`src/rtl/shadow_dump_collector_if.sv`:
```
`default_nettype none
// ============================================================================
// Module   : shadow_dump_collector_if
// Purpose  : Valid/ready word stream from the dump collector to the host readout.
// Revision : 1.0
// ============================================================================
interface shadow_dump_collector_if;
    logic [31:0] out_data;
    logic        out_valid;
    logic        out_ready;

    modport master (output out_data, output out_valid, input  out_ready);
    modport slave  (input  out_data, input  out_valid, output out_ready);
endinterface
`default_nettype wire

```
`src/rtl/shadow_dump_collector.sv`:
```
`default_nettype none
// ============================================================================
// Module   : shadow_dump_collector
// Purpose  : Sweeps enabled shadow chains, packs serial bits into 32-bit words
//            with a per-chain trailer, and streams them out through a FWFT FIFO.
// Revision : 1.0
// ============================================================================
module shadow_dump_collector #(
    parameter int CHAINS     = 64,
    parameter int FIFO_DEPTH = 16
) (
    input  wire logic              sh_clk,
    input  wire logic              sh_rst,
    input  wire logic              start_i,
    input  wire logic [CHAINS-1:0] chain_mask_i,
    output logic      [CHAINS-1:0] dump_en_o,
    input  wire logic [CHAINS-1:0] ch_out_i,
    input  wire logic [CHAINS-1:0] ch_out_vld_i,
    input  wire logic [CHAINS-1:0] ch_out_done_i,
    output logic                   busy_o,
    output logic                   done_o,
    shadow_dump_collector_if.master out_if
);

    localparam int IW = (CHAINS > 1) ? $clog2(CHAINS) : 1;
    localparam int AW = $clog2(FIFO_DEPTH);
    localparam logic [AW:0] LVL_STALL = (AW+1)'(FIFO_DEPTH - 2);
    localparam logic [AW:0] LVL_FULL  = (AW+1)'(FIFO_DEPTH);
    localparam logic [IW:0] IDX_END   = (IW+1)'(CHAINS);

    typedef enum logic [2:0] {
        S_IDLE  = 3'd0,
        S_SEEK  = 3'd1,
        S_DUMP  = 3'd2,
        S_TRAIL = 3'd3,
        S_DRAIN = 3'd4
    } state_t;

    state_t            state_q;
    logic [CHAINS-1:0] mask_q;
    logic [IW:0]       idx_q;
    logic [31:0]       acc_q;
    logic [4:0]        bitpos_q;
    logic [15:0]       bitcnt_q;
    logic              busy_q;
    logic              done_q;

    logic [31:0]       mem_q [FIFO_DEPTH];
    logic [AW-1:0]     wptr_q;
    logic [AW-1:0]     rptr_q;
    logic [AW:0]       cnt_q;

    logic [IW-1:0]     w_sel;
    logic              w_grant;
    logic              w_bit;
    logic              w_vld;
    logic              w_done;
    logic              w_full;
    logic              w_pop;
    logic              w_push_d;
    logic [31:0]       w_push_data_d;
    logic [7:0]        w_idx8;

    assign w_sel   = idx_q[IW-1:0];
    assign w_idx8  = 8'(idx_q);
    assign w_full  = (cnt_q == LVL_FULL);
    // A grant needs two free slots so a trailing partial word plus trailer always fit.
    assign w_grant = (state_q == S_DUMP) && (cnt_q <= LVL_STALL);
    assign w_bit   = ch_out_i[w_sel];
    assign w_vld   = w_grant & ch_out_vld_i[w_sel];
    assign w_done  = w_grant & ch_out_done_i[w_sel];
    assign w_pop   = out_if.out_valid & out_if.out_ready;

    assign dump_en_o        = w_grant ? ({{(CHAINS-1){1'b0}}, 1'b1} << w_sel) : '0;
    assign busy_o           = busy_q;
    assign done_o           = done_q;
    assign out_if.out_valid = (cnt_q != '0);
    assign out_if.out_data  = out_if.out_valid ? mem_q[rptr_q] : 32'h0;

    always_comb begin
        w_push_d      = 1'b0;
        w_push_data_d = 32'h0;
        if (state_q == S_DUMP) begin
            if (w_vld && (bitpos_q == 5'd31)) begin
                w_push_d      = 1'b1;
                w_push_data_d = {w_bit, acc_q[30:0]};
            end
        end else if ((state_q == S_TRAIL) && !w_full) begin
            w_push_d      = 1'b1;
            w_push_data_d = (bitpos_q != 5'd0) ? acc_q : {8'hA5, w_idx8, bitcnt_q};
        end
    end

    always_ff @(posedge sh_clk or posedge sh_rst) begin
        if (sh_rst) begin
            state_q  <= S_IDLE;
            mask_q   <= '0;
            idx_q    <= '0;
            acc_q    <= 32'h0;
            bitpos_q <= 5'd0;
            bitcnt_q <= 16'h0;
            busy_q   <= 1'b0;
            done_q   <= 1'b0;
        end else begin
            done_q <= 1'b0;
            case (state_q)
                S_IDLE: begin
                    if (start_i) begin
                        mask_q  <= chain_mask_i;
                        idx_q   <= '0;
                        busy_q  <= 1'b1;
                        state_q <= S_SEEK;
                    end
                end
                S_SEEK: begin
                    if (idx_q >= IDX_END) begin
                        state_q <= S_DRAIN;
                    end else if (mask_q[w_sel]) begin
                        state_q <= S_DUMP;
                    end else begin
                        idx_q <= idx_q + 1'b1;
                    end
                end
                S_DUMP: begin
                    if (w_vld) begin
                        if (bitpos_q == 5'd31) begin
                            acc_q <= 32'h0;
                        end else begin
                            acc_q[bitpos_q] <= w_bit;
                        end
                        bitpos_q <= bitpos_q + 5'd1;
                        if (bitcnt_q != 16'hFFFF) begin
                            bitcnt_q <= bitcnt_q + 16'd1;
                        end
                    end
                    if (w_done) begin
                        state_q <= S_TRAIL;
                    end
                end
                S_TRAIL: begin
                    if (!w_full) begin
                        if (bitpos_q != 5'd0) begin
                            bitpos_q <= 5'd0;
                            acc_q    <= 32'h0;
                        end else begin
                            bitcnt_q <= 16'h0;
                            idx_q    <= idx_q + 1'b1;
                            state_q  <= S_SEEK;
                        end
                    end
                end
                S_DRAIN: begin
                    if (cnt_q == '0) begin
                        done_q  <= 1'b1;
                        busy_q  <= 1'b0;
                        state_q <= S_IDLE;
                    end
                end
                default: state_q <= S_IDLE;
            endcase
        end
    end

    always_ff @(posedge sh_clk) begin
        if (w_push_d) begin
            mem_q[wptr_q] <= w_push_data_d;
        end
    end

    always_ff @(posedge sh_clk or posedge sh_rst) begin
        if (sh_rst) begin
            wptr_q <= '0;
            rptr_q <= '0;
            cnt_q  <= '0;
        end else begin
            if (w_push_d) begin
                wptr_q <= wptr_q + 1'b1;
            end
            if (w_pop) begin
                rptr_q <= rptr_q + 1'b1;
            end
            case ({w_push_d, w_pop})
                2'b10:   cnt_q <= cnt_q + 1'b1;
                2'b01:   cnt_q <= cnt_q - 1'b1;
                default: cnt_q <= cnt_q;
            endcase
        end
    end

endmodule
`default_nettype wire

```
`src/flat_wrapper.sv`:
```
// flat-port wrapper written by rule: the top's interface ports become plain ports
module shadow_dump_collector_flat 
#(
    parameter int CHAINS     = 64,
    parameter int FIFO_DEPTH = 16
)
  (sh_clk, sh_rst, start_i, chain_mask_i, dump_en_o, ch_out_i, ch_out_vld_i, ch_out_done_i, busy_o, done_o, out_if_out_data, out_if_out_valid, out_if_out_ready);
  shadow_dump_collector_if out_if_i ();
  input  wire logic sh_clk;
  input  wire logic sh_rst;
  input  wire logic start_i;
  input  wire logic [CHAINS-1:0] chain_mask_i;
  output logic      [CHAINS-1:0] dump_en_o;
  input  wire logic [CHAINS-1:0] ch_out_i;
  input  wire logic [CHAINS-1:0] ch_out_vld_i;
  input  wire logic [CHAINS-1:0] ch_out_done_i;
  output logic busy_o;
  output logic done_o;
  output wire logic [$bits(out_if_i.out_data)-1:0] out_if_out_data;
  output wire logic [$bits(out_if_i.out_valid)-1:0] out_if_out_valid;
  input wire logic [$bits(out_if_i.out_ready)-1:0] out_if_out_ready;
  assign out_if_out_data = out_if_i.out_data;
  assign out_if_out_valid = out_if_i.out_valid;
  assign out_if_i.out_ready = out_if_out_ready;
  shadow_dump_collector #(.CHAINS(CHAINS), .FIFO_DEPTH(FIFO_DEPTH)) u_core (.sh_clk(sh_clk), .sh_rst(sh_rst), .start_i(start_i), .chain_mask_i(chain_mask_i), .dump_en_o(dump_en_o), .ch_out_i(ch_out_i), .ch_out_vld_i(ch_out_vld_i), .ch_out_done_i(ch_out_done_i), .busy_o(busy_o), .done_o(done_o), .out_if(out_if_i));
endmodule
```
`config.mk`:
```
export PLATFORM = sky130hd
export DESIGN_NAME = shadow_dump_collector_flat
export DESIGN_NICKNAME = d
export VERILOG_FILES = /design/src/rtl/shadow_dump_collector_if.sv /design/src/rtl/shadow_dump_collector.sv /design/src/flat_wrapper.sv
export SDC_FILE = /design/constraint.sdc
export NUM_CORES = 1
export LEC_CHECK = 0
export CORE_MARGIN = 4
export CORE_UTILIZATION = 45
export DETAILED_ROUTE_END_ITERATION = 6
export PLACE_DENSITY_LB_ADDON = 0.2
export SLEW_MARGIN = 10
export SYNTH_ARGS = -nofsm -noshare
export SYNTH_HDL_FRONTEND = slang
export SYNTH_SLANG_ARGS = --single-unit
```
`constraint.sdc`:
```
create_clock -name sh_clk -period 4.9 [get_ports sh_clk]
set_input_delay 0.735 -clock sh_clk [delete_from_list [all_inputs] [get_ports sh_clk]]
set_output_delay 0.735 -clock sh_clk [all_outputs]
set_load 0.02 [all_outputs]
```
# Word-level counts from Yosys, hierarchy flattened
# Memory sizes are Yosys's and may differ from the RTL's.
# Index checks and enable logic that the tools add are counted.
# word_totals
ram_bits	512
memories	1
out_inout_bits	99
reg_bits	142
in_bits	260
wordCells	123
# mem_list
memory	depth	word_bits	read_ports	rd_ports_with_merged_regs	write_ports	line	source
u_core.mem_q	16	32	1	0	1	shadow_dump_collector.sv:48	logic [31:0] mem_q [FIFO_DEPTH];
# classes
n_reduce_logical	19
shift	1
muxes	56
magnitude_cmp	5
add_sub_neg	7
eq_ne	20
bitwise	3
# ops
op	n
$mux 32	9
$mux 16	4
$mux 64	1
$pmux 32 s2	1
$shl 1x6->64 const A	1
$mux 7	5
$bwmux 32	1
$pmux 16 s2	1
$bmux 1 s6	4
$mux 3	7
$pmux 7 s3	1
$pmux 5 s2	2
$add 16x1->16 const B	1
$ne 16x16->1 const B	1
$mux 5	3
$pmux 3 s5	1
$mux 1	14
$ne 2x2->1 const B	7
$reduce_and 6->1	2
$add 5x1->5 const B	2
$eq 5x5->1 const B	2
$reduce_bool 5->1	2
$add 4x1->4 const B	2
$add 7x1->7 const B	1
other kinds (26)	36

# Logic depth before layout (Yosys ltp)
# Gate-level depths: netlist (run 1).
# logic_depth
ltp_word	8
mapped_depth	19
ltp_nobuf	16

# Worst setup path after synthesis (run 1)
# No wires, ideal clock.
# synth_path
path_kind	input port to flip-flop
start	in ch_out_vld_i[57]
end	mem u_core.mem_q[3][0], enable pin
arrival_ps	4380
stages	7
setup_ps	461
path_slack_ps	60
required_time_ps	4439
path_cell_list	mux4_1 -> mux2i_1 -> a2111oi_2 -> a32oi_4 -> o21ai_2 -> nand2_1 -> nor3_1
# synth_via
elab_chain_cells	8
# synth_rtl
element	line	source
start: declaration	flat_wrapper.sv:15	input wire logic [CHAINS-1:0] ch_out_vld_i;
$bmux 1 s6	shadow_dump_collector.sv:70	assign w_vld = w_grant & ch_out_vld_i[w_sel];
$mux 1 (implied by the code)	shadow_dump_collector.sv:70	
$and 1x1->1	shadow_dump_collector.sv:70	
$logic_and 1x1->1	shadow_dump_collector.sv:84	if (w_vld && (bitpos_q == 5'd31)) begin
$mux 1	shadow_dump_collector.sv:84	
$mux 1	shadow_dump_collector.sv:83	if (state_q == S_DUMP) begin
$mux 1	shadow_dump_collector.sv:165	if (w_push_d) begin
$mux 1 (implied by the code)	shadow_dump_collector.sv:166	mem_q[wptr_q] <= w_push_data_d;
end: declaration	shadow_dump_collector.sv:48	
# No other way between the ends. The select of a mux whose other input is x is not followed.

# Worst setup path after layout (run 1)
# layout_path
start	reg u_core.state_q[1]
end	out dump_en_o[15]
# layout_via
elab_chain_cells	3
# layout_rtl
element	line	source
start: declaration	shadow_dump_collector.sv:39	state_t state_q;
start signal: assignment	shadow_dump_collector.sv:96	state_q <= S_IDLE;
start signal: assignment	shadow_dump_collector.sv:112	state_q <= S_SEEK;
start signal: assignment	shadow_dump_collector.sv:117	state_q <= S_DRAIN;
$eq 3x2->1	shadow_dump_collector.sv:68	assign w_grant = (state_q == S_DUMP) && (cnt_q <= LVL_STALL);
$logic_and 1x1->1	shadow_dump_collector.sv:68	
$mux 64	shadow_dump_collector.sv:74	assign dump_en_o = w_grant ? ({{(CHAINS-1){1'b0}}, 1'b1} << w_sel) : '0;
end: declaration	flat_wrapper.sv:13	output logic [CHAINS-1:0] dump_en_o;
# No other way between the ends.

==> impl_metrics.json, run 1 <==
{
  "die_x_um": 261.5,
  "nets": 2334,
  "placed_area_um2": 33670,
  "postLayoutCellArea_um2": 35890,
  "ctsHoldBuffers": 0,
  "crit_path_start_kind": "flip-flop",
  "synth_compound_area_frac": 0.04763,
  "cp_top_family": "simple AND/OR/NAND/NOR gates",
  "fin_cells": 2956,
  "setup_viol": 0,
  "ant_nets": 0,
  "rsz0062_at_grt": "false",
  "async_flop_share": 0.2171,
  "ys_warn_count": 0,
  "worst_slew_pin_slew_ns": 1.169,
  "p_leak_nw": 12.21,
  "ioPinCount": 359,
  "cts_tree": "yes",
  "drt-initial-drc-count": 1361,
  "postSynthNetCount": 1962,
  "grt_pass1_wl_mm": 115.2,
  "ir_worst_vdd_mv": 0.3319,
  "drv_cap": 0,
  "placed_cells": 2829,
  "synth-simple-area-share": 0.05567,
  "cts_root_buf": "clkbuf_16",
  "finalHoldViolCount": 0,
  "row_count": 92,
  "grt-ovfl-total": 0,
  "post-route-period-util": 0.8996,
  "fillers": 4864,
  "die_h_um": 261.5,
  "min_period_ns": 4.408,
  "clkTransAtPathRegs_ns": 0.06,
  "ctsResizeCount": 0,
  "grt_pass1_vias": 18124,
  "path_class": "flip-flop to primary output",
  "dr.pass1.iters": 6,
  "worst-path-buf-inv": 2,
  "gp_congestion": 0.8234,
  "max_stage_delay_ns": 0.71,
  "via_count": 17182,
  "dp_hpwl_mm": 50.43,
  "syn_inst": 1682,
  "synth_area_per_cell_um2": 17.20,
  "syn_area_um2": 28920,
  "muxShareOfSynthArea": 0.2092,
  "critPathRequiredTime_ns": 4.16,
  "drc_errors": 0,
  "grt_util_all_layers": 0.2257,
  "total_power_mw": 19.45,
  "clock_sinks": 654,
  "critPathArrivalTime_ns": 3.67,
  "finClkSkew_ns": 0.02947,
  "cp_cell_sequence": "nor3b_1 -> buf_4 -> nand2_1 -> nor2_1 -> nand2_1 -> nor2_1 -> clkdlybuf4s50_1",
  "crit_fanout": 16,
  "cp_slowest_cell": "clkdlybuf4s50_1",
  "status": "complete, no violations",
  "ys_ff_latch": 654,
  "worst_hold_path_type": "flip-flop to flip-flop",
  "synth_fa_ha_area_frac": 0.008652,
  "viasPerCell": 5.813,
  "antenna_found_initial": 1,
  "finalSetupTns_ns": 0,
  "power_density_nw_per_um2": 541.8,
  "fmaxAchievable_mhz": 226.9,
  "cts-htree-levels": 3,
  "numCtsBuffers": 69,
  "ys_types": 74,
  "post_cts_buffers": 0,
  "grt_max_degree": 104,
  "clk_path_buf_depth": 3,
  "dieArea_um2": 68400,
  "synth-xor-area-share": 0.003634,
  "synth_edf_count": 512,
  "totalWireLength_mm": 77.19,
  "synth_top_family_by_area": "multiplexers",
  "areaGrowthSynthToFinish_pct": 24.08,
  "slew_headroom": 0.2207,
  "endpoint_kind": "primary output",
  "drive_gt1_frac": 0.2304,
  "wl_per_cell_um": 26.11,
  "clk_latency_ns": 0.61,
  "start_util": 0.4569,
  "synthFlopType": "edfxtp_1",
  "core_area_um2": 63310,
  "synth.yosys.seq_area_share": 0.6544,
  "port_buffers": 358,
  "finalMaxSlewViolations": 0
}
Yosys cell counts (8+ instances only):
master,count,area share
edfxtp_1,512,0.53
nor2_1,118,0.015
mux4_1,11,0.010
a31oi_1,8,0.0017
nand3_1,28,0.0048
nor3_1,10,0.0017
o21ai_0,92,0.016
nand2_1,82,0.011
and2_1,41,0.0089
inv_1,16,0.0021
nor4_1,9,0.0019
clkbuf_1,66,0.0086
ha_1,20,0.0087
dfrtp_1,142,0.12
buf_1,23,0.0030
mux4_2,210,0.16
a21oi_1,46,0.0080
mux2_2,81,0.032
a22o_1,23,0.0070
nand2b_1,9,0.0019
layout by cell type (no fill, tap or decap), types with 23 or more instances in the layout:
cell type        synthesis  final
mux2_2                  81     81
and2_1                  41     41
a22o_1                  23     23
edfxtp_1               512    512
clkdlybuf4s50_1          0    358
clkbuf_16                0     70
buf_4                    5     46
nand3_1                 28     28
dfrtp_1                142    136
mux4_2                 210    210
o21ai_0                 92     92
nand2_1                 82     82
nor2_1                 118    105
a21oi_1                 46     46
metal layers:
metal	global-route usage	vias to the layer above	part of all wire
met3	0.04622	95	0.071
met5	0	-	0
met4	0.04835	0	0.017
met2	0.3808	641	0.51
met1	0.3078	8965	0.41
li1	-	7481	-
registers in the layout, summed over array words and instances (netlist names):
register,count
u_core.mem_q,512
u_core.mask_q,64
u_core.acc_q,32
u_core.bitcnt_q,16
u_core.idx_q,7
u_core.bitpos_q,5
u_core.cnt_q,5
u_core.rptr_q,4
u_core.wptr_q,4
u_core.state_q,3
u_core.busy_o,1
u_core.done_o,1
worst reg2reg max path, stage by stage (launching register included):
cell and delay, ns:
dfrtp_1 0.67, clkinv_1 0.47, mux2i_1 0.23, a2111oi_2 0.63
a32oi_4 0.12, o21ai_2 0.22, buf_4 0.19, nand2_1 0.24
nor2_4 0.58, buf_4 0.45
cell families (layout without fill, tap and decap cells):
family                     Yosys count  after routing
adders and majority gates           20             20
AOI/OAI and AO/OA                  217            217
muxes                              313            313
buffers and inverters              128            555
DFF                                654            654
xor gates and xnor gates            12             12
other                                0              1
and+or+nand+nor                    338            338
final timing paths:
kind	from	slack, ns	to	cells after the start
min in group asynchronous	sh_rst	0.71	u_core.mask_q[24]$_DFFE_PP0P_	2
hold / removal	u_core.mask_q[38]$_DFFE_PP0P_	0.50	u_core.mask_q[38]$_DFFE_PP0P_	1
max in group asynchronous	sh_rst	3.24	u_core.acc_q[10]$_DFFE_PP0P_	3
setup reg to reg	u_core.idx_q[2]$_DFFE_PP0P_	0.74	u_core.mem_q[15][24]$_DFFE_PP_	9
setup / recovery	u_core.state_q[1]$_DFFE_PP0P_	0.49	dump_en_o[15]	7
hold reg to reg	u_core.mask_q[38]$_DFFE_PP0P_	0.50	u_core.mask_q[38]$_DFFE_PP0P_	1
report_power, final:
group	leakage, nW	total [mW]	switching, mW	internal, mW
combinational	4.59	6.79	3.30	3.49
clock	1.09	5.13	2.19	2.94
sequential	6.53	7.53	0.763	6.77
total	12.2	19.4	6.25	13.2
layout make-up:
class                   count  area (um^2)  share of cell area
flip-flops and latches    654        18950              0.5279
multi-input cells         900         9515              0.2651
repair buffers            412         4089              0.1139
clock buffers              86         1822             0.05076
well taps                 846         1059             0.02949
clock inverters            40        386.6             0.01077
inverters                  17        68.82            0.001918
diodes                      1        2.502          0.00006973
through the flow:
step,hold slack (ns),setup slack (ns),utilization
2_1_floorplan,0.4614,0.05955,-
3_5_place_dp,0.4867,0.5287,0.5319
6_report,0.5011,0.4920,0.5669
5_1_grt,0.5184,0.2318,0.5668
3_3_place_gp,0.4773,0.5392,0.5319
4_1_cts,0.5043,0.5085,0.5668
(Power assumes the default switching activity.)
==> run 2, diff against run 1 <==
Settings changed: CORE_ASPECT_RATIO set to 0.8, TNS_END_PERCENT set to 30.
==> run 2 against run 1 <==
- die area about the same
- highest routed layer unchanged
- the run now ends with DRC left
- core utilization up 0.11 points
- global-route usage decreased by 0.76 points
==> impl_metrics.json, run 2 (synthesis gave the netlist of run 1 again) <==
{
  "reg_top3": "u_core.mem_q x512, u_core.mask_q x64, u_core.acc_q x32",
  "power_density_nw_per_um2": 535.8,
  "final_common_cell": "edfxtp_1",
  "endpoint_kind": "primary output",
  "fmaxAchievable_mhz": 226.7,
  "status": "finished, violations left",
  "placed_cells": 2824,
  "wl_per_cell_um": 25.74,
  "grt_pass1_wl_mm": 113.2,
  "via_count": 17376,
  "ant_nets": 0,
  "rsz0062_at_grt": "false",
  "r2r_cells": 15,
  "clock_sinks": 654,
  "crit_path_end": "out_if_out_data[12]",
  "post-route-period-util": 0.9002,
  "numCtsBuffers": 68,
  "clk_latency_ns": 0.61,
  "finalHoldViolCount": 0,
  "fillers": 4911,
  "pre_cts_ws_ns": 0.7097,
  "cts-htree-levels": 3,
  "hold_ws_ns": 0.5036,
  "start_util": 0.4584,
  "largest_reg_flops": 512,
  "viasPerCell": 5.888,
  "grt-ovfl-total": 0,
  "worst_hold_path_type": "flip-flop to flip-flop",
  "areaGrowthSynthToFinish_pct": 23.91,
  "fin_ws_ns": 0.4889,
  "crit_fanout": 32,
  "cts_root_buf": "clkbuf_16",
  "critPathRequiredTime_ns": 4.16,
  "nets": 2334,
  "total_power_mw": 19.20,
  "setup_viol": 0,
  "finClkSkew_ns": 0.02135,
  "largest_register": "u_core.mem_q",
  "path_class": "flip-flop to primary output",
  "slew_headroom": 0.2180,
  "rr_startpoint": "u_core.state_q[1]$_DFFE_PP0P_",
  "violations": "DRC",
  "gp_congestion": 0.8557,
  "grt_util_all_layers": 0.2181,
  "grt_max_degree": 71,
  "critPathArrivalTime_ns": 3.68,
  "crit_start": "u_core.rptr_q[0]$_DFFE_PP0P_",
  "dieArea_um2": 68420,
  "fin_cells": 2951,
  "port_buffers": 358,
  "cts_tree": "yes",
  "reg2reg_to": "u_core.cnt_q[4]$_DFFE_PP0P_",
  "core_area_um2": 63100,
  "worst_slew_pin_slew_ns": 1.169,
  "drive_gt1_frac": 0.2306,
  "most-common-layout-cells": "512 x edfxtp_1, 358 x clkdlybuf4s50_1, 210 x mux4_2, 136 x dfrtp_1, 104 x nor2_1",
  "dp_hpwl_mm": 49.06,
  "finalMaxSlewViolations": 0,
  "crit_path_start_kind": "flip-flop",
  "drt-initial-drc-count": 1793,
  "row_count": 82,
  "drc_errors": 2,
  "dr.pass1.iters": 7,
  "clk_path_buf_depth": 3,
  "die_x_um": 291.5,
  "antenna_found_initial": 3,
  "post_cts_buffers": 0,
  "grt_pass1_vias": 17769,
  "totalWireLength_mm": 75.97,
  "r2r_slack_ns": 0.96,
  "ioPinCount": 359,
  "ctsHoldBuffers": 0,
  "finalSetupTns_ns": 0,
  "clkTransAtPathRegs_ns": 0.06,
  "drv_cap": 0,
  "p_leak_nw": 12.16,
  "die_h_um": 234.8,
  "ir_worst_vdd_mv": 0.2746,
  "min_period_ns": 4.411
}
## run 2: changes by cell type in the layout (fill, tap and decap cells not counted), moves of 3 or more
cell | before | now
buf_12 | 8 | 11
bufinv_16 | 5 | 2
clkbuf_1 | 15 | 18
clkinv_2 | 16 | 13
## run 2: timing repair
item / CTS / global route
endpoints found under the setup margin: 0 / 12
resized for setup: 0 / 2
endpoints found under the hold margin: 0 / 0
## run 2: worst min path at each step
| stage | start | to | slack [ns] | depth (start not counted) |
|---|---|---|---|---|
| after floorplan | u_core.acc_q[25]$_DFFE_PP0P_ | u_core.acc_q[25]$_DFFE_PP0P_ | 0.46 | 2 |
| after global placement | u_core.acc_q[25]$_DFFE_PP0P_ | u_core.acc_q[25]$_DFFE_PP0P_ | 0.49 | 2 |
| after detailed placement | u_core.mask_q[59]$_DFFE_PP0P_ | u_core.mask_q[59]$_DFFE_PP0P_ | 0.49 | 1 |
| after CTS | u_core.mask_q[59]$_DFFE_PP0P_ | u_core.mask_q[59]$_DFFE_PP0P_ | 0.50 | 1 |
| after global routing | u_core.mask_q[5]$_DFFE_PP0P_ | u_core.mask_q[5]$_DFFE_PP0P_ | 0.52 | 1 |
| final | u_core.mask_q[62]$_DFFE_PP0P_ | u_core.mask_q[62]$_DFFE_PP0P_ | 0.50 | 1 |
## run 2: layout make-up
| type | instances | area (um^2) | share of cell area |
|---|---|---|---|
| diodes | 3 | 7.507 | 0.0002095 |
| clock buffers | 89 | 1810 | 0.05052 |
| clock inverters | 35 | 299.0 | 0.008344 |
| inverters | 17 | 68.82 | 0.001920 |
| multi-input cells | 900 | 9523 | 0.2657 |
| flip-flops and latches | 654 | 18950 | 0.5286 |
| well taps | 840 | 1051 | 0.02933 |
| repair buffers | 413 | 4134 | 0.1153 |
## run 2: metrics by stage
step	utilization	cell area [um^2]
after detailed placement	0.5343	33710
after global routing	0.5680	35840
after floorplan	-	28920
after CTS	0.5678	35820
final	0.5680	35840
after global placement	0.5343	33710
## run 2: critical path: stages (launching register included)
cell and delay (ns):
dfrtp_4 0.90, buf_4 0.39, mux4_2 0.53, mux4_2 0.51, and2_1 0.18, clkdlybuf4s50_1 0.54
## run 2: layer usage
metal	part of all wire	GRT usage	up-vias
li1	-	-	7488
met1	0.43	0.3167	9110
met2	0.49	0.3552	672
met3	0.062	0.03012	106
met4	0.019	0.05074	0
met5	0	0	-
## run 2: where the power goes
part,total [mW],internal (mW),switching [mW]
registers,7.48,6.77,0.718
logic,6.85,3.48,3.37
clock network,4.87,2.74,2.12
